File: config.mk
export PLATFORM = sky130hd
export DESIGN_NAME = instr_encoder
export DESIGN_NICKNAME = d
export VERILOG_FILES = /design/src/rtl/instr_encoder.sv
export SDC_FILE = /design/constraint.sdc
export NUM_CORES = 1
export LEC_CHECK = 0
export BUFFER_PORTS_ARGS = -buffer_cell sky130_fd_sc_hd__buf_2
export CAP_MARGIN = 0
export CORE_ASPECT_RATIO = 0.7
export CORE_MARGIN = 2
export CORE_UTILIZATION = 30
export DETAILED_ROUTE_END_ITERATION = 10
export HOLD_SLACK_MARGIN = 0.12
export MAX_ROUTING_LAYER = met4
export SETUP_SLACK_MARGIN = 0.3
export SLEW_MARGIN = 20
export SYNTH_ARGS = -nofsm -noshare
export SYNTH_HDL_FRONTEND = slang
export SYNTH_SLANG_ARGS = --single-unit
File: constraint.sdc
create_clock -name clock -period 6.3 [get_ports clock]
set_clock_uncertainty 0.15 [all_clocks]
set_input_delay 0.945 -clock clock [delete_from_list [all_inputs] [get_ports clock]]
set_output_delay 0.945 -clock clock [all_outputs]
set_load 0.02 [all_outputs]
File: src/rtl/instr_encoder.sv
// Instruction encoder: packs opcode, register fields and a narrowed immediate/target
// into a 32-bit word, range-checks the narrowing, and buffers results in a FIFO.
module instr_encoder #(
  parameter int unsigned DEPTH = 4
) (
  input  logic                     clock,
  input  logic                     reset,
  input  logic                     in_valid,
  output logic                     in_ready,
  input  logic [4:0]               in_op,
  input  logic [4:0]               in_rd,
  input  logic [4:0]               in_rs,
  input  logic [4:0]               in_rt,
  input  logic [4:0]               in_shamt,
  input  logic [4:0]               in_aluop,
  input  logic [31:0]              in_value,
  output logic                     out_valid,
  input  logic                     out_ready,
  output logic [31:0]              out_word,
  output logic                     out_err,
  output logic [$clog2(DEPTH):0]   count,
  output logic [7:0]               err_count
);

  localparam int unsigned AddrW = $clog2(DEPTH);
  localparam logic [AddrW:0] FullCnt = (AddrW + 1)'(DEPTH);

  typedef enum logic [1:0] {StEmpty, StPartial, StFull} state_e;

  state_e             state_q;
  logic [AddrW-1:0]   wr_ptr_q;
  logic [AddrW-1:0]   rd_ptr_q;
  logic [AddrW:0]     count_q;
  logic [7:0]         err_count_q;
  logic [31:0]        mem_word_q [DEPTH];
  logic [DEPTH-1:0]   mem_err_q;

  logic [31:0]        enc_word;
  logic               enc_err;
  logic               push;
  logic               pop;

  // Format is chosen by opcode; out-of-range values are truncated but flagged.
  always_comb begin
    enc_word = '0;
    enc_err  = 1'b0;
    if (in_op == 5'd0) begin
      enc_word = {in_op, in_rd, in_rs, in_rt, in_shamt, in_aluop, 2'b00};
    end else if (in_op == 5'd1 || in_op == 5'd21 || in_op == 5'd22) begin
      enc_word = {in_op, in_value[26:0]};
      enc_err  = (in_value[31:27] != {5{in_value[26]}});
    end else begin
      enc_word = {in_op, in_rd, in_rs, in_value[16:0]};
      enc_err  = (in_value[31:17] != {15{in_value[16]}});
    end
  end

  assign in_ready  = (state_q != StFull);
  assign out_valid = (state_q != StEmpty);
  assign push      = in_valid && in_ready;
  assign pop       = out_valid && out_ready;

  always_ff @(posedge clock or posedge reset) begin
    if (reset) begin
      state_q     <= StEmpty;
      wr_ptr_q    <= '0;
      rd_ptr_q    <= '0;
      count_q     <= '0;
      err_count_q <= '0;
    end else begin
      if (push) wr_ptr_q <= wr_ptr_q + 1'b1;
      if (pop)  rd_ptr_q <= rd_ptr_q + 1'b1;
      if (push && !pop) begin
        count_q <= count_q + 1'b1;
      end else if (pop && !push) begin
        count_q <= count_q - 1'b1;
      end
      if (push && enc_err && (err_count_q != 8'hFF)) err_count_q <= err_count_q + 1'b1;
      case (state_q)
        StEmpty: begin
          if (push) state_q <= StPartial;
        end
        StPartial: begin
          if (push && !pop && (count_q == FullCnt - 1'b1)) begin
            state_q <= StFull;
          end else if (pop && !push && (count_q == 1)) begin
            state_q <= StEmpty;
          end
        end
        StFull: begin
          if (pop) state_q <= StPartial;
        end
        default: state_q <= StEmpty;
      endcase
    end
  end

  // Storage needs no reset: occupancy state alone decides what is visible.
  always_ff @(posedge clock) begin
    if (push) begin
      mem_word_q[wr_ptr_q] <= enc_word;
      mem_err_q[wr_ptr_q]  <= enc_err;
    end
  end

  assign out_word  = out_valid ? mem_word_q[rd_ptr_q] : 32'h0;
  assign out_err   = out_valid ? mem_err_q[rd_ptr_q] : 1'b0;
  assign count     = count_q;
  assign err_count = err_count_q;

endmodule
==> out/metrics.cfg, run 1 <==
[min_path]
min-delay-path-class = register to register

[power]
power.share.clock_pct = 26.0
power_density_mw_per_mm2 = 457.7
maximum_resistive_drop_on_vdd_uv = 199.9
p_comb_share_pct = 32.9
internal-power_mw = 2.377
p_switching_mw = 1.234
power_switching_share_pct = 34.18
share_seq_of_total_power_pct = 41.0
design_power_mw = 3.611
p_leak_nw = 2.950

[grt]
antenna_found_initial = 1
via_count_of_the_first_global_routing_pass = 3918
grt_overflow_total = 0
wire_length_of_the_first_global_routing_pass_mm = 22.22
grt_max_degree = 36
gr-usage-all-layers_pct = 13.63

[sta]
timing.final.setup_violations = 0
maxSlewViolCount = 0
finalWorstSetupSlack_ns = 2.617
max_freq_ghz = 0.2715
slew_headroom_pct = 36.09
tightest_slew_ns = 0.9587
final_period_utilization_pct = 58.46
setup_repair_after_global_routing_missed_its_margin = false
timing.final.hold_violations = 0
tns_ns = 0
fin_crit_ns = 3.683

[final_layout]
post_route_cells_drive_above_1_share_pct = 38.31
final.fill_count = 1980
finish.utilization_pct = 37.62
sequential_cell_area_mm2 = 0.004392
multi_input_logic_area_mm2 = 0.001998
fin_nets = 586
layout.cells.non_filler = 799
syn2layout_area_growth_pct = 21.90

[synthesis]
synthesis.area_per_instance_um2 = 16.39
post_synthesis_net_count = 472
yosysUniqueCellTypes = 43
netlist.area_leader.share_pct = 61.24
synth_sequential_area_ratio_pct = 67.81
synth_largest_area_cell = sky130_fd_sc_hd__edfxtp_1
ys_warn_count = 0
yosys_register_bits = 149
syn_inst = 395
synth.area.top_cells = sky130_fd_sc_hd__edfxtp_1, sky130_fd_sc_hd__mux4_2, sky130_fd_sc_hd__dfrtp_1, sky130_fd_sc_hd__and2_1, sky130_fd_sc_hd__nand2_1
netlist_area_pre_place_mm2 = 0.006472

[detailed_routing]
avgRoutedWirePerCell_um = 18.23
final_antenna_net_count = 0
detailroute.via_count = 3693
route.detailed.drc = 0
routed_via_density = 4.622
detail_route.wirelength_mm = 14.57
first_pass_iteration_count_of_the_detailed_router = 5
detailedRoute.firstIterationViolations = 291

[cts]
cts_post_setup_buffers_inserted = 0
clockBufferDepth = 2
cts_sinks = 149
htree_num_levels = 4
ctsHoldBuffers = 0
cts-root-buf = sky130_fd_sc_hd__clkbuf_16
tritoncts.num_buffers = 17
cts_tree = done
cts-resized-gates = 0
cts.reportedPaths.clkPinSlew_ns = 0.06
insertion_delay_ns = 0.42

[placed_design]
hpwl_mm = 9.447
gp_congestion = 0.7719
place_inst = 766
pre_cts_ws_ns = 2.668
io_buffers = 111

[floorplanning]
die_area_mm2 = 0.02278
die_width_um = 179.6
floorplan.core_area_mm2 = 0.02098
dieHeight_um = 126.9
initial_core_util_pct = 30.86
pin_count = 112
fp-row-count = 44

[setup_path]
path_cells = buf_4 > mux4_2 > and2_1 > buf_2
criticalPathCategory = register to output pin
max_incr_delay_on_cp_ns = 0.78
critPathTopFamily = flip-flops
end_kind = output pin
critical_path.max_fanout = 18
slowest_stage = sky130_fd_sc_hd__dfrtp_2
critPathBufInv = 2
critical_path_required_ns = 5.20
critical_path_arrival_ns = 2.59
cp-start-kind = register

[run_status]
run_status = completed

[run]
maxCapViolations = 0

worst paths after layout:
path	cells after the start	end	slack, ns	from
worst min-delay path	1	err_count[0]	0.37	err_count[0]
min in group asynchronous	2	err_count[6]	0.48	reset
max in group asynchronous	2	rd_ptr_q[1]	5.02	reset
worst max register to register	6	count[2]	4.02	state_q[0]
worst min register to register	1	err_count[0]	0.37	err_count[0]
worst max-delay path	4	out_word[12]	2.62	rd_ptr_q[0]
cells in the mapped netlist, drive strengths merged:
cell type,count
nor2b,1
a21oi,2
dfrtp,17
or2,1
a21boi,1
xor2,7
mux2,12
nand3b,1
nand4,5
buf,7
a22oi,1
clkbuf,10
nand2,57
nor4b,3
and3,6
edfxtp,132
ha,11
o21ai,6
nand4b,1
or3,4
nor4,3
mux2i,1
nor3b,1
and2,35
inv,9
nor3,4
nor2,7
or4,1
nand3,5
o211ai,1
o211a,1
and4b,1
xnor2,5
nand2b,2
o32ai,1
mux4,33
flip-flops by register name, summed over array words and instances (netlist names):
register	flops
mem_err_q	4
wr_ptr_q	2
mem_word_q	128
state_q	2
count	3
err_count	8
rd_ptr_q	2
power by group through the flow:
| stage | registers [mW] | clock network [mW] | logic (mW) |
|---|---|---|---|
| after global routing | 1.51 | 1.01 | 1.30 |
| after detailed placement | 1.51 | 0 | 1.22 |
| after global placement | 1.49 | 0 | 1.20 |
| final | 1.48 | 0.941 | 1.19 |
| after floorplan | 1.43 | 0 | 0.863 |
| after CTS | 1.49 | 0.966 | 1.22 |
cells by family (layout without fill, tap and decap cells):
family,Yosys count,after routing,synth area share (%)
muxes,46,46,13.78
DFF,149,149,67.81
xor gates and xnor gates,12,12,1.624
other,0,1,0
AOI/OAI and AO/OA,13,13,1.759
and+or+nand+nor,138,138,11.23
adders and majority gates,11,11,2.126
buffers and inverters,26,153,1.662
layer usage:
layer	up-vias	GRT usage (%)	wire, um	part of all wire, %
met2	120	20.40	6671	46
li1	1730	-	-	-
met5	-	-	0	0
met3	16	4.680	1069	7.3
met1	1827	17.58	6686	46
met4	0	4.113	143	0.98
area by class of cell:
type,count,area share [%]
Clock inverter,14,1.602
Tap cell,276,4.377
Multi-Input combinational cell,220,25.33
Sequential cell,149,55.66
Inverter,9,0.4282
Clock buffer,18,5.439
Antenna cell,1,0.03172
Timing Repair Buffer,112,7.136
per-stage QoR:
| step | hold WS [ns] | cell area [um^2] |
|---|---|---|
| floorplan | 0.3362 | 6472 |
| global placement | 0.3451 | 7321 |
| detailed placement | 0.3638 | 7321 |
| CTS | 0.3738 | 7876 |
| global route | 0.3954 | 7890 |
| finish | 0.3728 | 7890 |
layout by cell type (no fill, tap or decap), types with 4 or more instances in the layout:
cell / instances
sky130_fd_sc_hd__nor2_1: 7
sky130_fd_sc_hd__clkbuf_16: 17
sky130_fd_sc_hd__xnor2_1: 5
sky130_fd_sc_hd__and2_1: 35
sky130_fd_sc_hd__inv_1: 9
sky130_fd_sc_hd__o21ai_0: 6
sky130_fd_sc_hd__dfrtp_1: 15
sky130_fd_sc_hd__edfxtp_1: 132
sky130_fd_sc_hd__nand3_1: 5
sky130_fd_sc_hd__and3_2: 4
sky130_fd_sc_hd__xor2_1: 7
sky130_fd_sc_hd__ha_1: 11
sky130_fd_sc_hd__nand2_1: 56
sky130_fd_sc_hd__mux4_2: 33
sky130_fd_sc_hd__buf_2: 111
sky130_fd_sc_hd__nand4_1: 5
sky130_fd_sc_hd__mux2_2: 10
No activity file was read; power rests on OpenSTA's default activity.
==> run 2, diff against run 1 <==
--- a/config.mk
+++ b/config.mk
@@ -5,6 +5,7 @@
 export SDC_FILE = /design/constraint.sdc
 export NUM_CORES = 1
 export LEC_CHECK = 0
+export ABC_AREA = 1
 export BUFFER_PORTS_ARGS = -buffer_cell sky130_fd_sc_hd__buf_2
 export CAP_MARGIN = 0
 export CORE_ASPECT_RATIO = 0.7
==> constraint.sdc (replaced) <==
create_clock -name clock -period 3.3 [get_ports clock]
set_clock_uncertainty 0.15 [all_clocks]
set_input_delay 0.495 -clock clock [delete_from_list [all_inputs] [get_ports clock]]
set_output_delay 0.495 -clock clock [all_outputs]
set_load 0.02 [all_outputs]
==> out/metrics.cfg, run 2 <==
[synthesis]
yosys_register_bits = 149  ; unchanged
synthesis.area_per_instance_um2 = 10.50  ; was 16.39 um^2
synth_ff_type = sky130_fd_sc_hd__edfxtp_1  ; unchanged
synth-edff-count = 132  ; unchanged
netlist.area_leader.share_pct = 58.81  ; was 61.24%
synth_largest_area_cell = sky130_fd_sc_hd__edfxtp_1  ; unchanged
post_synthesis_net_count = 719  ; was 472
dominant_cell_by_count_in_the_synthesized_netlist = sky130_fd_sc_hd__nor2_1  ; was sky130_fd_sc_hd__edfxtp_1
netlist_area_pre_place_mm2 = 0.006740  ; was 0.006472 mm^2
synth_sequential_area_ratio_pct = 65.12  ; was 67.81%
yosysUniqueCellTypes = 31  ; was 43
ys_warn_count = 0  ; unchanged
synthTopCellsByCount = sky130_fd_sc_hd__nor2_1, sky130_fd_sc_hd__edfxtp_1, sky130_fd_sc_hd__nand2_1  ; was sky130_fd_sc_hd__edfxtp_1, sky130_fd_sc_hd__nand2_1, sky130_fd_sc_hd__and2_1
syn_inst = 642  ; was 395
synth.area.top_cells = sky130_fd_sc_hd__edfxtp_1, sky130_fd_sc_hd__nor2_1, sky130_fd_sc_hd__dfrtp_1, sky130_fd_sc_hd__nand2_1, sky130_fd_sc_hd__o21ai_0  ; was sky130_fd_sc_hd__edfxtp_1, sky130_fd_sc_hd__mux4_2, sky130_fd_sc_hd__dfrtp_1, sky130_fd_sc_hd__and2_1, sky130_fd_sc_hd__nand2_1
async_reset_ff_share_pct = 11.41  ; unchanged

[setup_path]
timing.critical_path.from = rd_ptr_q[0]  ; unchanged
critical_path_arrival_ns = 2.03  ; was 2.59 ns
timing.critical_path.mode_cell = sky130_fd_sc_hd__nor2_1
cp-start-kind = register  ; unchanged
max_incr_delay_on_cp_ns = 0.43  ; was 0.78 ns
path_cells = buf_6 > nor2_1 > nor2_1 > o21ai_0 > a21oi_1 > buf_2  ; was buf_4 > mux4_2 > and2_1 > buf_2
timing.rr.start = state_q[0]  ; unchanged
critical_path_required_ns = 2.65  ; was 5.20 ns
critical_path.max_fanout = 68  ; was 18
criticalPathCategory = register to output pin  ; unchanged
slowest_stage = sky130_fd_sc_hd__buf_6  ; was sky130_fd_sc_hd__dfrtp_2
end_kind = output pin  ; unchanged

[sta]
finalWorstSetupSlack_ns = 0.6208  ; was 2.617 ns
setup_repair_after_global_routing_missed_its_margin = false  ; unchanged
maxSlewViolCount = 0  ; unchanged
slew_headroom_pct = 49.01  ; was 36.09%
tns_ns = 0  ; unchanged
max_freq_ghz = 0.3732
final_period_utilization_pct = 81.19
tightest_slew_ns = 0.7639  ; was 0.9587 ns
timing.final.setup_violations = 0  ; unchanged
timing.final.hold_violations = 0  ; unchanged
fin_crit_ns = 2.679

[detailed_routing]
routedLengthMet1_mm = 8.157  ; was 6.686 mm
detailroute.via_count = 4733  ; was 3693
detail_route.wirelength_mm = 16.26  ; was 14.57 mm
routed_via_density = 4.512  ; was 4.622
avgRoutedWirePerCell_um = 15.50  ; was 18.23 um
final_antenna_net_count = 0  ; unchanged
first_pass_iteration_count_of_the_detailed_router = 4  ; was 5
top_signal_layer_used = met4  ; unchanged
met2WireLength_mm = 6.833  ; was 6.671 mm
detailedRoute.firstIterationViolations = 350  ; was 291
route.detailed.drc = 0  ; unchanged
wl_met3_mm = 1.116  ; was 1.069 mm

[cts]
cts_post_setup_buffers_inserted = 0  ; unchanged
htree_num_levels = 4  ; unchanged
tritoncts.num_buffers = 17  ; unchanged
insertion_delay_ns = 0.42  ; about the same
cts.reportedPaths.clkPinSlew_ns = 0.06  ; about the same
cts_tree = done  ; unchanged
cts_sinks = 149  ; unchanged
clockBufferDepth = 2  ; unchanged
cts-root-buf = sky130_fd_sc_hd__clkbuf_16  ; unchanged

[grt]
grt_max_degree = 69  ; was 36
wire_length_of_the_first_global_routing_pass_mm = 25.00  ; was 22.22 mm
grt_overflow_total = 0  ; unchanged
via_count_of_the_first_global_routing_pass = 4406  ; was 3918
antenna_found_initial = 1  ; unchanged
gr-usage-all-layers_pct = 14.61  ; was 13.63%

[floorplanning]
initial_core_util_pct = 30.85  ; was 30.86%
pin_count = 112  ; unchanged
dieHeight_um = 129.4  ; was 126.9 um
die_area_mm2 = 0.02370  ; was 0.02278 mm^2
floorplan.core_area_mm2 = 0.02185  ; was 0.02098 mm^2
fp-row-count = 45  ; was 44
die_width_um = 183.2  ; was 179.6 um

[final_layout]
fin_nets = 830  ; was 586
largest_register_ff_count = 128  ; unchanged
layout.cells.most_common = sky130_fd_sc_hd__nor2_1  ; was sky130_fd_sc_hd__edfxtp_1
layout.cells.most_common_list = sky130_fd_sc_hd__nor2_1, sky130_fd_sc_hd__edfxtp_1, sky130_fd_sc_hd__buf_2, sky130_fd_sc_hd__nand2_1, sky130_fd_sc_hd__o21ai_0  ; was sky130_fd_sc_hd__edfxtp_1, sky130_fd_sc_hd__buf_2, sky130_fd_sc_hd__nand2_1, sky130_fd_sc_hd__and2_1, sky130_fd_sc_hd__mux4_2
syn2layout_area_growth_pct = 22.33  ; was 21.90%
registers.top_by_ff_count = mem_word_q  ; unchanged
sequential_cell_area_mm2 = 0.004392  ; unchanged
post_route_cells_drive_above_1_share_pct = 23.24  ; was 38.31%
final.fill_count = 2169  ; was 1980
multi_input_logic_area_mm2 = 0.002105  ; was 0.001998 mm^2

[placed_design]
io_buffers = 111  ; unchanged
pre_cts_ws_ns = 0.9262  ; was 2.668 ns
hpwl_mm = 10.72  ; was 9.447 mm
gp_congestion = 0.7410  ; was 0.7719

[power]
maximum_resistive_drop_on_vdd_uv = 555.7  ; was 199.9 uV
p_leak_nw = 3.368  ; was 2.950 nW
power_density_mw_per_mm2 = 895.8  ; was 457.7 mW/mm^2

[run_status]
run_status = completed  ; unchanged

[run]
maxCapViolations = 0  ; unchanged

[min_path]
hold_path.startpoint = in_op[3]  ; was err_count[0]
min-delay-path-class = input pin to register  ; was register to register

[run 2: logic make-up after synthesis]
family                     after synthesis  synth area share (%)
and+or+nand+nor                        294                 18.32
AOI/OAI and AO/OA                      113                 8.910
buffers and inverters                   64                 4.177
adders and majority gates               11                 2.042
DFF                                    149                 65.12
xor gates and xnor gates                11                 1.429
[run 2: worst max-delay path: cells and delay by family, from the launching register on]
family,cells,cell delay [ns]
buffers and inverters,2,0.66
AND/OR/NAND/NOR,2,0.21
flip-flops,1,0.37
AO/OA/AOI/OAI,2,0.38
[run 2: path summary, 6_finish.rpt]
| path | to | slack (ns) | cells past startpoint |
|---|---|---|---|
| worst max register to register | count[2] | 1.08 | 9 |
| max in group asynchronous | rd_ptr_q[0] | 1.86 | 3 |
| worst min-delay path | mem_word_q[1][30] | 0.19 | 1 |
| min in group asynchronous | err_count[2] | 0.61 | 3 |
| worst min register to register | state_q[0] | 0.38 | 1 |
| worst max-delay path | out_word[25] | 0.62 | 6 |
[run 2: final cells by class]
| cell class | instances | share of cell area [%] |
|---|---|---|
| multi-input combinational | 429 | 25.52 |
| tap | 282 | 4.279 |
| inverter | 35 | 1.593 |
| clock buffer | 18 | 5.205 |
| clock inverter | 14 | 2.231 |
| antenna | 1 | 0.03035 |
| timing repair buffer | 121 | 7.876 |
| sequential | 149 | 53.26 |
[run 2: report_power, final]
group          internal [mW]  switching [mW]  total, mW  leakage [nW]
Combinational          0.823            1.92       2.75          1.65
Sequential              2.49           0.141       2.63          1.42
Clock                   1.26           0.750       2.01         0.295
[run 2: per-stage QoR]
step                      hold slack [ns]  utilization [%]  total power [mW]  area (um^2)  instances
after floorplan                    0.2711                -             4.501         6740        642
after global placement             0.3694            34.86             5.431         7616       1015
after detailed placement           0.3683            34.86             5.463         7616       1015
after CTS                          0.1609            37.71             7.478         8239       1048
after global routing               0.1816            37.74             7.879         8245       1049
final                              0.1943            37.74             7.386         8245       1049
[run 2: repair_timing]
| item | 4_1_cts | 5_1_grt |
|---|---|---|
| resized for setup | 0 | 1 |
| endpoints found under the setup margin | 0 | 1 |
| hold buffers | 1 | 0 |
| hold endpoints to repair | 17 | 0 |
[run 2: routing by layer]
layer  track usage, %  vias up
met5                -        -
met4            3.529        0
met3            4.047       14
met2            20.66      140
met1            20.73     2177
li1                 -     2402
